===== src/rtl/sar_adc_ctrl.sv =====
// Successive-approximation controller: samples, then resolves N comparator
// decisions MSB first into an N-bit result with a one-cycle done pulse.
module sar_adc_ctrl #(
  parameter int N             = 8,
  parameter int SAMPLE_CYCLES = 2,
  parameter int SETTLE_CYCLES = 1
) (
  input  logic         clk_i,
  input  logic         rst_i,
  input  logic         start_i,
  input  logic         cmp_i,
  output logic         sample_o,
  output logic [N-1:0] dac_code_o,
  output logic         busy_o,
  output logic         done_o,
  output logic [N-1:0] data_o,
  output logic [2:0]   state_o
);

  typedef enum logic [2:0] {
    S_IDLE   = 3'd0,
    S_SAMPLE = 3'd1,
    S_SETTLE = 3'd2,
    S_DECIDE = 3'd3,
    S_DONE   = 3'd4
  } state_t;

  localparam int KW = $clog2(N);
  localparam logic [3:0]    SAMPLE_LOAD = 4'(SAMPLE_CYCLES - 1);
  localparam logic [3:0]    SETTLE_LOAD = 4'(SETTLE_CYCLES - 1);
  localparam logic [N-1:0]  MSB_CODE    = {1'b1, {(N-1){1'b0}}};
  localparam logic [N-1:0]  ONE_CODE    = {{(N-1){1'b0}}, 1'b1};

  state_t        state_q, state_d;
  logic [3:0]    cnt_q;
  logic [KW-1:0] bit_q;
  logic [N-1:0]  code_q;
  logic [N-1:0]  data_q;
  logic [N-1:0]  bit_mask;
  logic [N-1:0]  decided_code;
  logic [N-1:0]  next_trial;

  // Resolve the current bit from the comparator, then OR in the next trial bit.
  // When bit 0 is being decided the shifted mask is zero, so no trial is added.
  always_comb begin
    bit_mask     = ONE_CODE << bit_q;
    decided_code = (code_q & ~bit_mask) | (cmp_i ? bit_mask : '0);
    next_trial   = decided_code | (bit_mask >> 1);
  end

  always_ff @(posedge clk_i or posedge rst_i) begin
    if (rst_i) state_q <= S_IDLE;
    else       state_q <= state_d;
  end

  always_comb begin
    state_d = state_q;
    case (state_q)
      S_IDLE:   if (start_i) state_d = S_SAMPLE;
      S_SAMPLE: if (cnt_q == 4'd0) state_d = S_SETTLE;
      S_SETTLE: if (cnt_q == 4'd0) state_d = S_DECIDE;
      S_DECIDE: state_d = (bit_q == '0) ? S_DONE : S_SETTLE;
      S_DONE:   state_d = S_IDLE;
      default:  state_d = S_IDLE;
    endcase
  end

  always_comb begin
    sample_o   = (state_q == S_SAMPLE);
    busy_o     = (state_q != S_IDLE);
    done_o     = (state_q == S_DONE);
    dac_code_o = code_q;
    data_o     = data_q;
    state_o    = state_q;
  end

  always_ff @(posedge clk_i or posedge rst_i) begin
    if (rst_i) begin
      cnt_q  <= 4'd0;
      bit_q  <= '0;
      code_q <= '0;
      data_q <= '0;
    end else begin
      case (state_q)
        S_IDLE: begin
          if (start_i) begin
            cnt_q  <= SAMPLE_LOAD;
            code_q <= '0;
            bit_q  <= KW'(N - 1);
          end
        end
        S_SAMPLE: begin
          if (cnt_q == 4'd0) begin
            code_q <= MSB_CODE;
            cnt_q  <= SETTLE_LOAD;
          end else begin
            cnt_q <= cnt_q - 4'd1;
          end
        end
        S_SETTLE: begin
          if (cnt_q != 4'd0) cnt_q <= cnt_q - 4'd1;
        end
        S_DECIDE: begin
          code_q <= next_trial;
          if (bit_q != '0) begin
            bit_q <= bit_q - KW'(1);
            cnt_q <= SETTLE_LOAD;
          end else begin
            data_q <= decided_code;
          end
        end
        default: ;
      endcase
    end
  end

endmodule


===== config.mk =====
export PLATFORM = sky130hd
export DESIGN_NAME = sar_adc_ctrl
export DESIGN_NICKNAME = d
export VERILOG_FILES = /design/src/rtl/sar_adc_ctrl.sv
export SDC_FILE = /design/constraint.sdc
export NUM_CORES = 1
export LEC_CHECK = 0
export ABC_AREA = 1
export ABC_CLOCK_PERIOD_IN_PS = 1300
export CAP_MARGIN = 20
export CORE_MARGIN = 3
export CORE_UTILIZATION = 47
export CTS_CLUSTER_SIZE = 24
export DETAILED_ROUTE_END_ITERATION = 8
export PLACE_DENSITY_LB_ADDON = 0.12
export SYNTH_ARGS = -nofsm -noshare
export SYNTH_HDL_FRONTEND = slang
export SYNTH_SLANG_ARGS = --single-unit

===== constraint.sdc =====
create_clock -name clk_i -period 1.3 [get_ports clk_i]
set_input_delay 0.26 -clock clk_i [delete_from_list [all_inputs] [get_ports clk_i]]
set_output_delay 0.26 -clock clk_i [all_outputs]
set_load 0.01 [all_outputs]

==> reports/results.ini, run 1 <==
[run_status]
status=did not finish
stop_stage=5_1_grt
error=[ERROR DPL-0033] detailed placement checks failed during check placement.

[floorplanning]
die_x_um=61.7
die_y_um=61.7
core.rowCount=19
pin_count=26
initial_core_util=0.512

[clocking]
clock-sinks=26
root_buffer=clkbuf_4
clk_path_buf_depth=2
cts.hold.buffers_added=0
cts_buffers=3
htree_levels=1

[yosys]
synth-seq-area-share=0.446
yosysWarnings=0
ys_seq_elements=26
syn_nets=210
yosysTopAreaCell=dfrtp_1
postSynth.asyncResetShare=1.00
synth_cell_types=20
yosys-top-cells-area=dfrtp_1 45%, nand2_1 22%, o21ai_0 8.9%, ha_1 6.0%, inv_1 5.1%
syn_area_sq_mm=0.00146
synthCells=199
synth_top_area_share=0.446
synth_edf_count=0
yosys-top-cells-count=84 x nand2_1, 26 x dfrtp_1, 26 x o21ai_0
post-synth-top-count-cell=nand2_1
synthFlopType=dfrtp_1
avgSynthCellArea_sq_um=7.34

[placement]
gp_congestion=0.844
place_area_sq_mm=0.00207
place_hpwl_um=3040
io_buffer_count=25
pre_cts_ws_ps=-181

[global_route]
antenna_found_initial=0
grt_max_degree=27

[sta]
grt-worst-endpoint=done_o
endpoint_type=top-level output

## logic make-up after synthesis
family          synth area share
xor+xnor                 0.00600
compound gates             0.103
simple gates               0.321
buf+inv                   0.0643
fa+ha+maj                 0.0600
flops                      0.446
## per-stage QoR
stage	std cells	setup TNS, ps	hold slack [ps]
after floorplan	199	0	300
after global placement	291	-2220	462
after detailed placement	291	-2760	472
after CTS	312	-1100	246
## timing repair
action,in CTS
resized for setup,110
buffers inserted,17
endpoints found under the hold margin,0
endpoints found under the setup margin,47
pin swaps,16
==> run 2, diff against run 1 <==
Settings changed: ABC_CLOCK_PERIOD_IN_PS 1300 to 1700, CORE_UTILIZATION 47 to 35, CTS_CLUSTER_SIZE 24 to default, PLACE_DENSITY_LB_ADDON 0.12 to 0.15.
Clock period 1.3 ns to 1.7 ns, I/O delays scaled along.
==> run 2 against run 1 <==
- the run now ends clean
- area after synthesis stayed put
- synthesized cell count did not move
==> reports/results.ini, run 2 <==
[sta]
setup_viol=0
hold_violations=0
setup_ws_ps=50.2
finalCritPeriodShare=0.970
whs_ps=419
max_slew_margin=0.774
worst_pin_slew_ps=338
fin_crit_ps=1650
worst_clock_skew_ps=1.28
clock.fmax_ghz=0.606
finalMaxSlewViolations=0

[placement]
place_hpwl_um=2640  ; was 3040 um
io_buffer_count=25  ; unchanged
dp.cells=280  ; was 291
gp_congestion=0.779  ; was 0.844
pre_cts_ws_ps=110  ; was -181 ps

[floorplanning]
die_y_um=70.6  ; was 61.7 um
coreArea_sq_mm=0.00383
die_x_um=70.6  ; was 61.7 um
fp.dieArea_sq_mm=0.00498
pin_count=26  ; unchanged
initial_core_util=0.382  ; was 0.512
core.rowCount=22  ; was 19

[yosys]
yosysTopAreaCell=dfrtp_1  ; unchanged
synth_cell_types=20  ; unchanged
avgSynthCellArea_sq_um=7.34  ; unchanged
synth_edf_count=0  ; unchanged
yosys-top-cells-area=dfrtp_1 45%, nand2_1 22%, o21ai_0 8.9%, ha_1 6.0%, inv_1 5.1%  ; unchanged
post-synth-top-count-cell=nand2_1  ; unchanged
synthFlopType=dfrtp_1  ; unchanged
yosys-top-cells-count=84 x nand2_1, 26 x dfrtp_1, 26 x o21ai_0  ; unchanged
synth-seq-area-share=0.446  ; unchanged
synth_top_area_share=0.446  ; unchanged
postSynth.asyncResetShare=1.00  ; unchanged
syn_area_sq_mm=0.00146  ; unchanged
ys_seq_elements=26  ; unchanged
syn_nets=210  ; unchanged
synthCells=199  ; unchanged
yosysWarnings=0  ; unchanged

[global_route]
grtUsageTotal=0.156
antenna_found_initial=0
grt_max_degree=27
grt_pass1_wl_um=6330
grt_pass1_vias=1372
grt_overflow=0

[setup_path]
crit_chain=clkdlybuf4s50_1
reg2reg_from=state_o[0]
timing.rr.end=dac_code_o[2]
cp_slowest_stage_delay_ps=580
ff2ff_path_depth=8
startpoint=state_o[2]
required_ps=1360
path_buf_inv=1
path_class=reg -> out
cp-end-kind=output port
start_kind=register
cp_max_fo=4
cpMaxStageDelayCell=clkdlybuf4s50_1
cp.arrival_ps=1310
crit_family=buffers and inverters
rrSetupSlack_ps=160

[finish]
nFillCells=387
final_common_cell=nand2_1
num-nets-final=250
multi_input_area_sq_um=726
n_antenna_cell=0
layout_common_cells=84 x nand2_1, 25 x o21ai_0, 25 x dfrtp_1
drive_above_1_share=0.113
fin_cells=286
final_util=0.500
seq_area_sq_um=652
syn2layout_area_growth_pct=30.9

[clocking]
htree_levels=1  ; unchanged
root_buffer=clkbuf_8  ; was clkbuf_4
cts_buffers=3  ; unchanged
path_clk_slew_ps=90
clkLatencyLatePin_ps=280
cts_tree=built
clock-sinks=26  ; unchanged
cts.hold.buffers_added=0  ; unchanged
clk_path_buf_depth=2  ; unchanged

[hold_path]
min_path_type=in -> async

[routing]
wire_per_inst_um=12.4
ant_nets=0
routed_via_density=4.78
drt_first_iter_violations=57
drc=0
dr.pass1.iters=4
num_vias=1367
wirelength_um=3540

[power]
vdd_drop_max_mv=0.783
p_leak_uw=0.00106
finalPower_uw=3700
power_density_mw_per_mm2=1940

[flow_run]
cap_violations=0

[run_status]
status=complete, no violations  ; was did not finish

## run 2: cell counts after synthesis
Identical to the previous run, type by type.
## run 2: cells by family after synthesis
logic type	after synthesis	synth area share
compound gates	30	0.103
fa+ha+maj	7	0.0600
flops	26	0.446
simple gates	112	0.321
buf+inv	23	0.0643
xor+xnor	1	0.00600
## run 2: worst max-delay path by stage
| stage | to | slack (ps) | cells after the start |
|---|---|---|---|
| floorplan | dac_code_o[7] | 220 | 8 |
| global placement | dac_code_o[7] | 120 | 7 |
| detailed placement | sample_o | 110 | 4 |
| CTS | done_o | 40 | 3 |
| global route | dac_code_o[5] | -7 | 8 |
| finish | state_o[2] | 50 | 1 |
## run 2: report_power, final
| group | total [uW] | internal [uW] | switching [uW] |
|---|---|---|---|
| Sequential | 1090 | 889 | 204 |
| Combinational | 2090 | 897 | 1190 |
| Clock | 520 | 316 | 205 |
## run 2: layout make-up
cell class,instances,share of cell area
timing repair buffer,36,0.168
clock buffer,3,0.0216
clock inverter,1,0.0157
inverter,22,0.0432
multi-input combinational,150,0.380
tap,48,0.0314
sequential,26,0.341
## run 2: metal layers
metal  vias to the layer above  wire [um]  GRT usage
li1                        706          -          -
met1                       628       1740      0.209
met2                        24       1620      0.256
met3                         9        107     0.0256
met4                         0         77     0.0564
met5                         -          0          0
## run 2: repair_timing
action	4_1_cts	5_1_grt
gates resized for setup	6	8
setup buffers	2	0
endpoints found under the setup margin	4	10
## run 2: per-stage QoR
step / TNS (ps) / instance area [sq um]
3_5_place_dp: 0 / 1830
3_3_place_gp: 0 / 1830
4_1_cts: 0 / 1910
5_1_grt: -6.77 / 1910
6_report: 0 / 1910
2_1_floorplan: 0 / 1460
## run 2: worst min-delay path, stage by stage
cell and delay (ps):
clkdlybuf4s50_1 400, inv_1 50, buf_4 320
Note: power is estimated with default switching activity, not from simulation.
